`src/rtl/sync_tx_sched.sv`:
```
// sync_tx_sched: round-robin scheduler feeding one CDC word-sync channel, holding each {toggle,id,data} word for HOLD_CYCLES
//   clk, rst_n        source clock, async active-low reset
//   en                arbitration enable (blocks new grants only)
//   req, req_data     per-requester level request and packed payloads
//   gnt               one-hot grant pulse, coincident with sync_r
//   sync_r, sync_word channel load strobe and channel input word
//   busy              high while the loaded word is being held
module sync_tx_sched #(
  parameter int NUM_REQ     = 4,
  parameter int DATA_WIDTH  = 16,
  parameter int ID_WIDTH    = 2,
  parameter int HOLD_CYCLES = 8
) (
  input  logic                          clk,
  input  logic                          rst_n,
  input  logic                          en,
  input  logic [NUM_REQ-1:0]            req,
  input  logic [NUM_REQ*DATA_WIDTH-1:0] req_data,
  output logic [NUM_REQ-1:0]            gnt,
  output logic                          sync_r,
  output logic [DATA_WIDTH+ID_WIDTH:0]  sync_word,
  output logic                          busy
);
  localparam int PW = $clog2(NUM_REQ);
  localparam int WW = DATA_WIDTH + ID_WIDTH + 1;
  typedef enum logic {IDLE, HOLD} state_t;
  state_t               r_state, w_state;
  logic [7:0]           r_cnt, w_cnt;
  logic [PW-1:0]        r_ptr, w_ptr, w_win;
  logic                 r_tog, w_tog, r_sync, w_sync, w_found, w_go;
  logic [NUM_REQ-1:0]   r_gnt, w_gnt;
  logic [WW-1:0]        r_word, w_word;
  // scan offsets from farthest to nearest so the nearest asserted request after r_ptr wins
  always_comb begin
    w_found = 1'b0;
    w_win   = '0;
    for (int k = NUM_REQ; k >= 1; k--) begin
      if (req[PW'((int'(r_ptr) + k) % NUM_REQ)]) begin
        w_found = 1'b1;
        w_win   = PW'((int'(r_ptr) + k) % NUM_REQ);
      end
    end
  end
  // the strobe cycle is spent in IDLE with arbitration suppressed; the counted hold starts after it
  always_comb begin
    w_go    = (r_state == IDLE) && !r_sync && en && w_found;
    w_state = r_sync ? HOLD : (r_state == HOLD && r_cnt == 8'd1) ? IDLE : r_state;
    w_cnt   = r_sync ? 8'(HOLD_CYCLES) : (r_state == HOLD) ? r_cnt - 8'd1 : r_cnt;
    w_gnt   = w_go ? NUM_REQ'(1) << w_win : '0;
    w_sync  = w_go;
    w_tog   = r_tog ^ w_go;
    w_ptr   = w_go ? w_win : r_ptr;
    w_word  = w_go ? {~r_tog, ID_WIDTH'(w_win), req_data[w_win*DATA_WIDTH +: DATA_WIDTH]} : r_word;
  end
  always_ff @(posedge clk or negedge rst_n) begin
    if (!rst_n) begin
      r_state <= IDLE;
      r_cnt   <= '0;
      r_ptr   <= PW'(NUM_REQ - 1);
      r_tog   <= 1'b0;
      r_sync  <= 1'b0;
      r_gnt   <= '0;
      r_word  <= '0;
    end else begin
      r_state <= w_state;
      r_cnt   <= w_cnt;
      r_ptr   <= w_ptr;
      r_tog   <= w_tog;
      r_sync  <= w_sync;
      r_gnt   <= w_gnt;
      r_word  <= w_word;
    end
  end
  assign gnt       = r_gnt;
  assign sync_r    = r_sync;
  assign sync_word = r_word;
  assign busy      = (r_state == HOLD);
endmodule

```
`config.mk`:
```
export PLATFORM = sky130hd
export DESIGN_NAME = sync_tx_sched
export DESIGN_NICKNAME = d
export VERILOG_FILES = /design/src/rtl/sync_tx_sched.sv
export SDC_FILE = /design/constraint.sdc
export NUM_CORES = 1
export LEC_CHECK = 0
export ABC_AREA = 1
export CORE_MARGIN = 3
export CORE_UTILIZATION = 41
export CTS_CLUSTER_DIAMETER = 150
export DETAILED_ROUTE_END_ITERATION = 16
export PLACE_DENSITY_LB_ADDON = 0.12
export SYNTH_ARGS = -nofsm -noshare
export SYNTH_HDL_FRONTEND = slang
export SYNTH_SLANG_ARGS = --single-unit
```
`constraint.sdc`:
```
create_clock -name clk -period 5.2 [get_ports clk]
set_clock_uncertainty 0.1 [all_clocks]
set_input_delay 1.3 -clock clk [delete_from_list [all_inputs] [get_ports clk]]
set_output_delay 1.3 -clock clk [all_outputs]
set_load 0.005 [all_outputs]
```
==> results of run 1 <==
-- worst paths after layout --
kind | slack [ns] | cells past startpoint | endpoint
setup reg to reg | 2.38 | 13 | sync_word[7]
setup / recovery | 1.57 | 14 | sync_word[7]
min in group asynchronous | 0.98 | 1 | r_cnt[0]
hold reg to reg | 0.38 | 2 | sync_word[4]
max in group asynchronous | 3.51 | 1 | sync_word[5]
hold / removal | 0.38 | 2 | sync_word[4]
-- synth_stat cells, drive strengths merged --
library cell and n:
a21oi 4, a41oi 1, and2 1, buf 14, clkbuf 2, dfrtp 34, dfstp 2, ha 2
inv 85, nand2 142, nand3 73, nor2 11, nor3 4, o21ai 10, o22ai 1, or2 3
-- logic make-up after synthesis --
logic type,count (synthesis)
adder cells (fa/ha/maj),2
buffers and inverters,101
flip-flops,36
AND/OR/NAND/NOR,234
AO/OA/AOI/OAI,16
-- state kept, by name, indices dropped and copies added (netlist names) --
signal and count:
r_ptr 2, r_tog 1, sync_r 1, r_cnt 8, sync_word 19, busy 1
gnt 4
-- layout make-up --
| cell class | count | area, sq um |
|---|---|---|
| Inverter | 85 | 324.1 |
| Fill cell | 527 | 2187 |
| Sequential cell | 36 | 903.4 |
| Multi-Input combinational cell | 252 | 1130 |
| Clock inverter | 3 | 18.77 |
| Timing Repair Buffer | 96 | 953.4 |
| Tap cell | 72 | 90.09 |
| Clock buffer | 5 | 68.82 |
-- per-stage QoR --
step | instance area (sq um) | power [mW] | hold WS, ns
2_1_floorplan | 2466 | 1.477 | 0.3421
3_3_place_gp | 3401 | 1.755 | 0.3592
3_5_place_dp | 3401 | 1.785 | 0.3640
4_1_cts | 3488 | 1.993 | 0.3837
5_1_grt | 3488 | 2.195 | 0.3986
6_report | 3488 | 1.982 | 0.3793
-- routing by layer --
layer / part of all wire, % / vias to the layer above / track usage [%] / wire length, microns
met4: 1.3 / 0 / 6.579 / 83
met2: 48 / 80 / 30.25 / 2974
li1: - / 1345 / - / -
met3: 7.0 / 7 / 4.738 / 436
met5: 0 / - / 0 / 0
met1: 44 / 1108 / 22.89 / 2699
-- worst min-delay path, stage by stage, from the launching register on --
cell	delay, ns
sky130_fd_sc_hd__dfrtp_1	0.34
sky130_fd_sc_hd__nand2_1	0.05
sky130_fd_sc_hd__nand2_1	0.06
-- where the power goes --
part / internal (mW) / switching, mW / total (mW)
clock network: 0.0934 / 0.110 / 0.204
registers: 0.407 / 0.0807 / 0.487
logic: 0.515 / 0.776 / 1.29
==> results.txt, run 1 <==
For the number of standard-cell rows in the floorplan, the log shows 27. After detailed routing, the number of vias per cell comes to 4.627. At the pin with the least slew margin, the transition time is 0.7989 ns. The longest clock path from root to sink contains 2 buffers. For this design, the slowest cell found on the critical path is sky130_fd_sc_hd__nand2_4. The detailed-route wire length per cell was 11.28 microns. Averaged over all synthesized cells, the footprint is 6.340 sq um.

The post-synthesis share of cell area spent on and, or, nand and nor gates was 41.35%. The total overflow reported by the global router was 0; the weighted congestion reported at the end of routability-driven placement was 0.8073. The first detailed-routing pass took 4 iterations. For this design the top-level I/O count stands at 96. The final critical-path setup slack came out at 1.574 ns. Walking the worst path, the cells encountered are clkdlybuf4s50_1 > inv_1 > nand2_1 > nand3_1 > nand2_1 > inv_1 > nand2_1 > nand3_2 > nand2_4 > nand2_1 > nand3_1 > nand2_1 > nand2_1 > nand2_1.

When the netlist entered floorplanning its net count stood at 462. In the routed design, unresolved DRC markers number 0. The number of flip-flops and latches in the synthesized netlist is 36, and the number of non-filler instances in the completed layout is 549.

In this run the tightest slew margin relative to its limit is 46.74%. Timing would allow up to 275.8 MHz. The initial antenna violation count came out at 0. The area growth from synthesis to layout is 41.45%. Measured along the x axis, the die boundary spans 83.56 microns.

The tools report the number of warning messages in the yosys log as 0. The startpoint identified for the worst register-to-register timing path is r_ptr[0]. On the worst path, the slowest cell contributes a delay of 0.57 ns. The clock root buffer master was sky130_fd_sc_hd__clkbuf_8. The critical path is of the input port to flip-flop type. TritonCTS built the clock tree. Dividing the final minimum period by the clock period gives 69.73%. The synthesized-area fraction occupied by xor and xnor cells was 0%. At the worst endpoint, the arrival time is 3.71 ns. For the CTS H-tree depth, the log shows 2. Cells fill 61.46% of the core in the end.

Cells with a size suffix above 1 make up 5.451% of the layout. The detail route stage leaves a number of antenna-violating nets equal to 0. The die covers 6981 sq um. The run gives 5 as the number of buffers created by CTS. For this block, the via count after detailed routing is 2,540. Post-synthesis instance total: 389. Post-CTS timing repair inserted 0 buffers for setup. Number of max-slew violations in the final report: 0.

STA classifies the critical path endpoint as a flip-flop. Leaving out fill and tap cells, the most frequent cell in the layout is sky130_fd_sc_hd__nand2_1. The synthesized netlist devotes 3.450% of its cell area to compound gates. Input and output buffers added on the ports amount to 95. Of the synthesized area, sequential elements account for 36.63%. The cell occurring most often along the worst timing path was sky130_fd_sc_hd__nand2_1.

The first-iteration detailed-routing DRC count is 163. Ranked by total cell area, the synthesized netlist is headed by sky130_fd_sc_hd__dfrtp_1 (35%), sky130_fd_sc_hd__nand2_1 (21%), sky130_fd_sc_hd__nand3_1 (15%). The class of the most critical hold timing path is flip-flop to flip-flop. The sum of buffers and inverters on the critical path is 3, and the post-synthesis adder-cell area fraction is 1.015%. The overall track demand over capacity in global routing was 18.25%. The tool flagged a number of max-cap violations equal to 0. The analysis attributes to cell leakage a power of 1.935 nW.

The worst hold path begins at sync_word[4]. The number of hold-slack violations in the final timing report was 0. The estimated wirelength of the detail-placed design is 4462 microns. At the placement stage, the worst setup path has a slack of 1.292 ns. sky130_fd_sc_hd__dfrtp_1 takes more of the synthesized area than any other cell. The repair_antennas step left the layout with diodes totalling 0. The routed design has 6193 microns of wire.

By area, the combinational part of the netlist is dominated by simple AND/OR/NAND/NOR gates. The tools report the total negative setup slack as 0 ns. Area share of the leading cell type in the synthesized netlist: 34.50%. The launch point of the critical path was req[1].

In this run, post-CTS hold repair placed 0 buffers. The later pin in the worst-skew pair is clocked with a latency of 0.30 ns. CTS saw 36 sinks.

For the count of different cell masters after synthesis, the log shows 24. Setup repair after global routing left no endpoint under its margin. The portion of synthesized area spent on multiplexers is 0%. VDD sags by at most 0.0003505 V. Once placement completed, the tool counted placed cells totaling 541. The tools report the post-cts repair resize count as 0. Startpoint type of the worst setup path: an input port.

In this run the worst path has a maximum fanout of 34. Dividing total power by cell area gives a power density of 568.2 nW/um^2. In the layout the commonest cells are sky130_fd_sc_hd__nand2_1 (138), sky130_fd_sc_hd__clkdlybuf4s50_1 (94), sky130_fd_sc_hd__inv_1 (81).

Core outline area: 5675 sq um. The time the worst path needs with I/O delays and setup came out at 3.626 ns. The tools report the number of global-route vias before repair as 2,331.

The number of endpoints failing setup at the final stage was 0. The floorplan die height works out to 83.56 microns. The run finished with clean final reports. For the worst setup path, the data required time is 5.29 ns. The tools report the maximum number of pins on one net before global-route repair as 37.

The cell type group with the largest total delay on the critical path is simple AND/OR/NAND/NOR gates. For the combined area of all synthesized cells, the log shows 2466 sq um. The post-CTS clock slew at the launch and capture registers of the worst setup and hold paths is 0.07 ns, and the global-route wire length before repair is 10,530 microns. Starting utilization of the core area: 43.45%. The net count of the finished layout is 549.
No activity file was read; power rests on OpenSTA's default activity.
==> run 2, diff against run 1 <==
--- a/config.mk
+++ b/config.mk
@@ -7,7 +7,7 @@
 export LEC_CHECK = 0
 export ABC_AREA = 1
 export CORE_MARGIN = 3
-export CORE_UTILIZATION = 41
+export CORE_UTILIZATION = 40
 export CTS_CLUSTER_DIAMETER = 150
 export DETAILED_ROUTE_END_ITERATION = 16
 export PLACE_DENSITY_LB_ADDON = 0.12
==> constraint.sdc (replaced) <==
create_clock -name clk -period 3.2 [get_ports clk]
set_clock_uncertainty 0.1 [all_clocks]
set_input_delay 0.8 -clock clk [delete_from_list [all_inputs] [get_ports clk]]
set_output_delay 0.8 -clock clk [all_outputs]
set_load 0.005 [all_outputs]
==> results.txt, run 2 (synthesis gave the netlist of run 1 again) <==
TritonCTS built the clock tree. In this run the post-CTS setup repair buffer count came out at 0. The via density per instance works out to 4.596. Number of standard-cell rows in the floorplan: 27. The leakage power summed over all cells was 1.949 nW. Setup violations remaining at the end of the flow were counted as 0. The first-iteration detailed-routing DRC count came out at 75. The multi-input combinational cells in the finished layout cover a total of 1130 sq um.

The logs give 0 for the initial antenna violation count and 0 for the final antenna-violating net count. The worst-margin pin slew is 0.7796 ns, and the count of TritonRoute iterations in the first routing pass is 4. The clock reaches the later pin of the worst-skew pair after 0.28 ns.

After clock tree synthesis, the clock-pin slew on the worst setup and hold paths is 0.07 ns. The clock root buffer master is sky130_fd_sc_hd__clkbuf_8. The startpoint type of the worst setup path was an input port.

Fill cells in the final layout number 559. For the number of global-route vias before repair, the log shows 2,485. The area growth from synthesis to layout is 42.36%. Static timing analysis puts the maximum clock frequency at 397.2 MHz. The tools report the total number of vias as 2,537. The H-tree generated during clock tree synthesis spans 2 levels. Detailed placement finished with a half-perimeter wire length of 4662 microns. The starting utilization of the core area was 42.94%; the post-placement cell area was 3423 sq um. The design draws 3.232 mW. Once routing completed, OpenROAD measured the worst setup slack at 0.6824 ns.

The maximum number of pins on one net before global-route repair is 37. The run gives 0 as the number of hold-slack violations in the final timing report. The weighted congestion reported at the end of routability-driven placement is 0.8095, and the count of input and output buffers is 95. The maximum root-to-sink buffer count was 2. The first global-routing pass estimated 10,760 microns of wire. The time the worst path needs with I/O delays and setup works out to 2.518 ns. The category of the most critical setup path is input port to flip-flop.

The register with the most flip-flops in the layout has 19 of them. IR analysis of the VDD net gives a maximum drop of 0.0004332 V. The areal power density over the cells was 920.5 nW/um^2. Data on the critical path is required at its endpoint by 3.27 ns.

The final critical-path share of the clock period was 78.67%. The number of antenna cells inserted is 0. The cell total after placement is 544. The most common library cell in the layout ignoring fill and taps is sky130_fd_sc_hd__nand2_1.

The peak fanout along the critical path was 33; the total overflow reported by the global router was 0. The number of max-slew violations in the final report was 0; the total I/O pin count was 96. The die covers 7144 sq um.

The worst hold path belongs to the class flip-flop to flip-flop. The floorplan die height is 84.52 microns, and the horizontal extent of the die is 84.52 microns. For the storage element area, the log shows 903.4 sq um. In the routed design, unresolved DRC markers number 0. The share of cells above drive strength 1 is 6.042%, and the reported max-cap violation count is 0. The final design area excluding fillers is 3511 sq um, and the core outline area is 5743 sq um. The total number of nets in the final design was 552; the total negative setup slack was 0 ns. At the placement stage, the worst setup path has a slack of 0.3773 ns.

The overall track demand over capacity in global routing was 17.93%; the critical path arrival was 2.59 ns. The worst setup path is captured at a flip-flop. Setup repair after global routing left no endpoint under its margin. The final layout contains routed wiring with a total length of 6215 microns. The tools report the number of buffers created by CTS as 5.

The tree built by TritonCTS fans out to 36 sinks. Post-CTS repair changed the size of 0 cells. Leaving out fill and tap cells, the most frequent cells in the layout are sky130_fd_sc_hd__nand2_1 (138), sky130_fd_sc_hd__clkdlybuf4s50_1 (94), sky130_fd_sc_hd__inv_1 (81). In this run the tightest slew margin relative to its limit is 48.03%.

The run finished with clean final reports. Dividing the detail-routed wire length by the instance count gives 11.26 microns. Buffers inserted to repair hold after CTS numbered 0. After the flow finishes, the layout carries non-filler instances totaling 552.
-- run 2: cell count changes in the layout (fill, tap and decap cells not counted) --
cell | previous run | this run
sky130_fd_sc_hd__buf_4 | 1 | 4
-- run 2: worst paths after layout --
| check | depth (start not counted) | end | slack (ns) | from |
|---|---|---|---|---|
| min in group asynchronous | 1 | sync_word[17] | 0.49 | rst_n |
| min reg2reg | 2 | sync_word[9] | 0.38 | sync_word[9] |
| max in group asynchronous | 1 | r_cnt[6] | 2.01 | rst_n |
| max reg2reg | 14 | sync_word[9] | 0.98 | r_ptr[0] |
| max | 14 | sync_word[15] | 0.68 | req[3] |
| min | 2 | sync_word[9] | 0.38 | sync_word[9] |
-- run 2: worst max-delay path, stage by stage --
cell and delay, ns:
sky130_fd_sc_hd__clkdlybuf4s50_1 0.45, sky130_fd_sc_hd__inv_1 0.05, sky130_fd_sc_hd__o21ai_1 0.21, sky130_fd_sc_hd__nand2_1 0.10, sky130_fd_sc_hd__nand2_1 0.07, sky130_fd_sc_hd__nand2_1 0.07, sky130_fd_sc_hd__nand2_1 0.10, sky130_fd_sc_hd__nand2_4 0.10
sky130_fd_sc_hd__nand2_4 0.29, sky130_fd_sc_hd__nand2_1 0.10, sky130_fd_sc_hd__nand3_1 0.08, sky130_fd_sc_hd__nand2_1 0.05, sky130_fd_sc_hd__nand2_1 0.05, sky130_fd_sc_hd__nand2_1 0.05
-- run 2: final cells by class --
cell class	count	share of cell area [%]
Tap cell	72	2.566
Inverter	85	9.230
Clock buffer	5	1.960
Timing Repair Buffer	99	27.80
Clock inverter	3	0.5346
Multi-Input combinational cell	252	32.18
Sequential cell	36	25.73
-- run 2: per-layer routing --
metal	share of wire, %	track usage (%)	up-vias
met5	0	0	-
met4	0.82	4.892	0
met3	6.8	4.122	4
met2	49	32.38	76
met1	43	21.20	1104
li1	-	-	1353
-- run 2: per-stage QoR --
| step | utilization, % | hold slack [ns] |
|---|---|---|
| floorplan | - | 0.3421 |
| global route | 61.13 | 0.4122 |
| detailed placement | 59.61 | 0.3672 |
| finish | 61.13 | 0.3832 |
| CTS | 61.13 | 0.3877 |
| global placement | 59.61 | 0.3535 |
-- run 2: report_power, final --
group	switching [mW]	leakage [nW]	internal (mW)
sequential	0.133	0.449	0.662
combinational	1.26	1.45	0.863
clock	0.161	0.0479	0.152
total	1.56	1.95	1.68
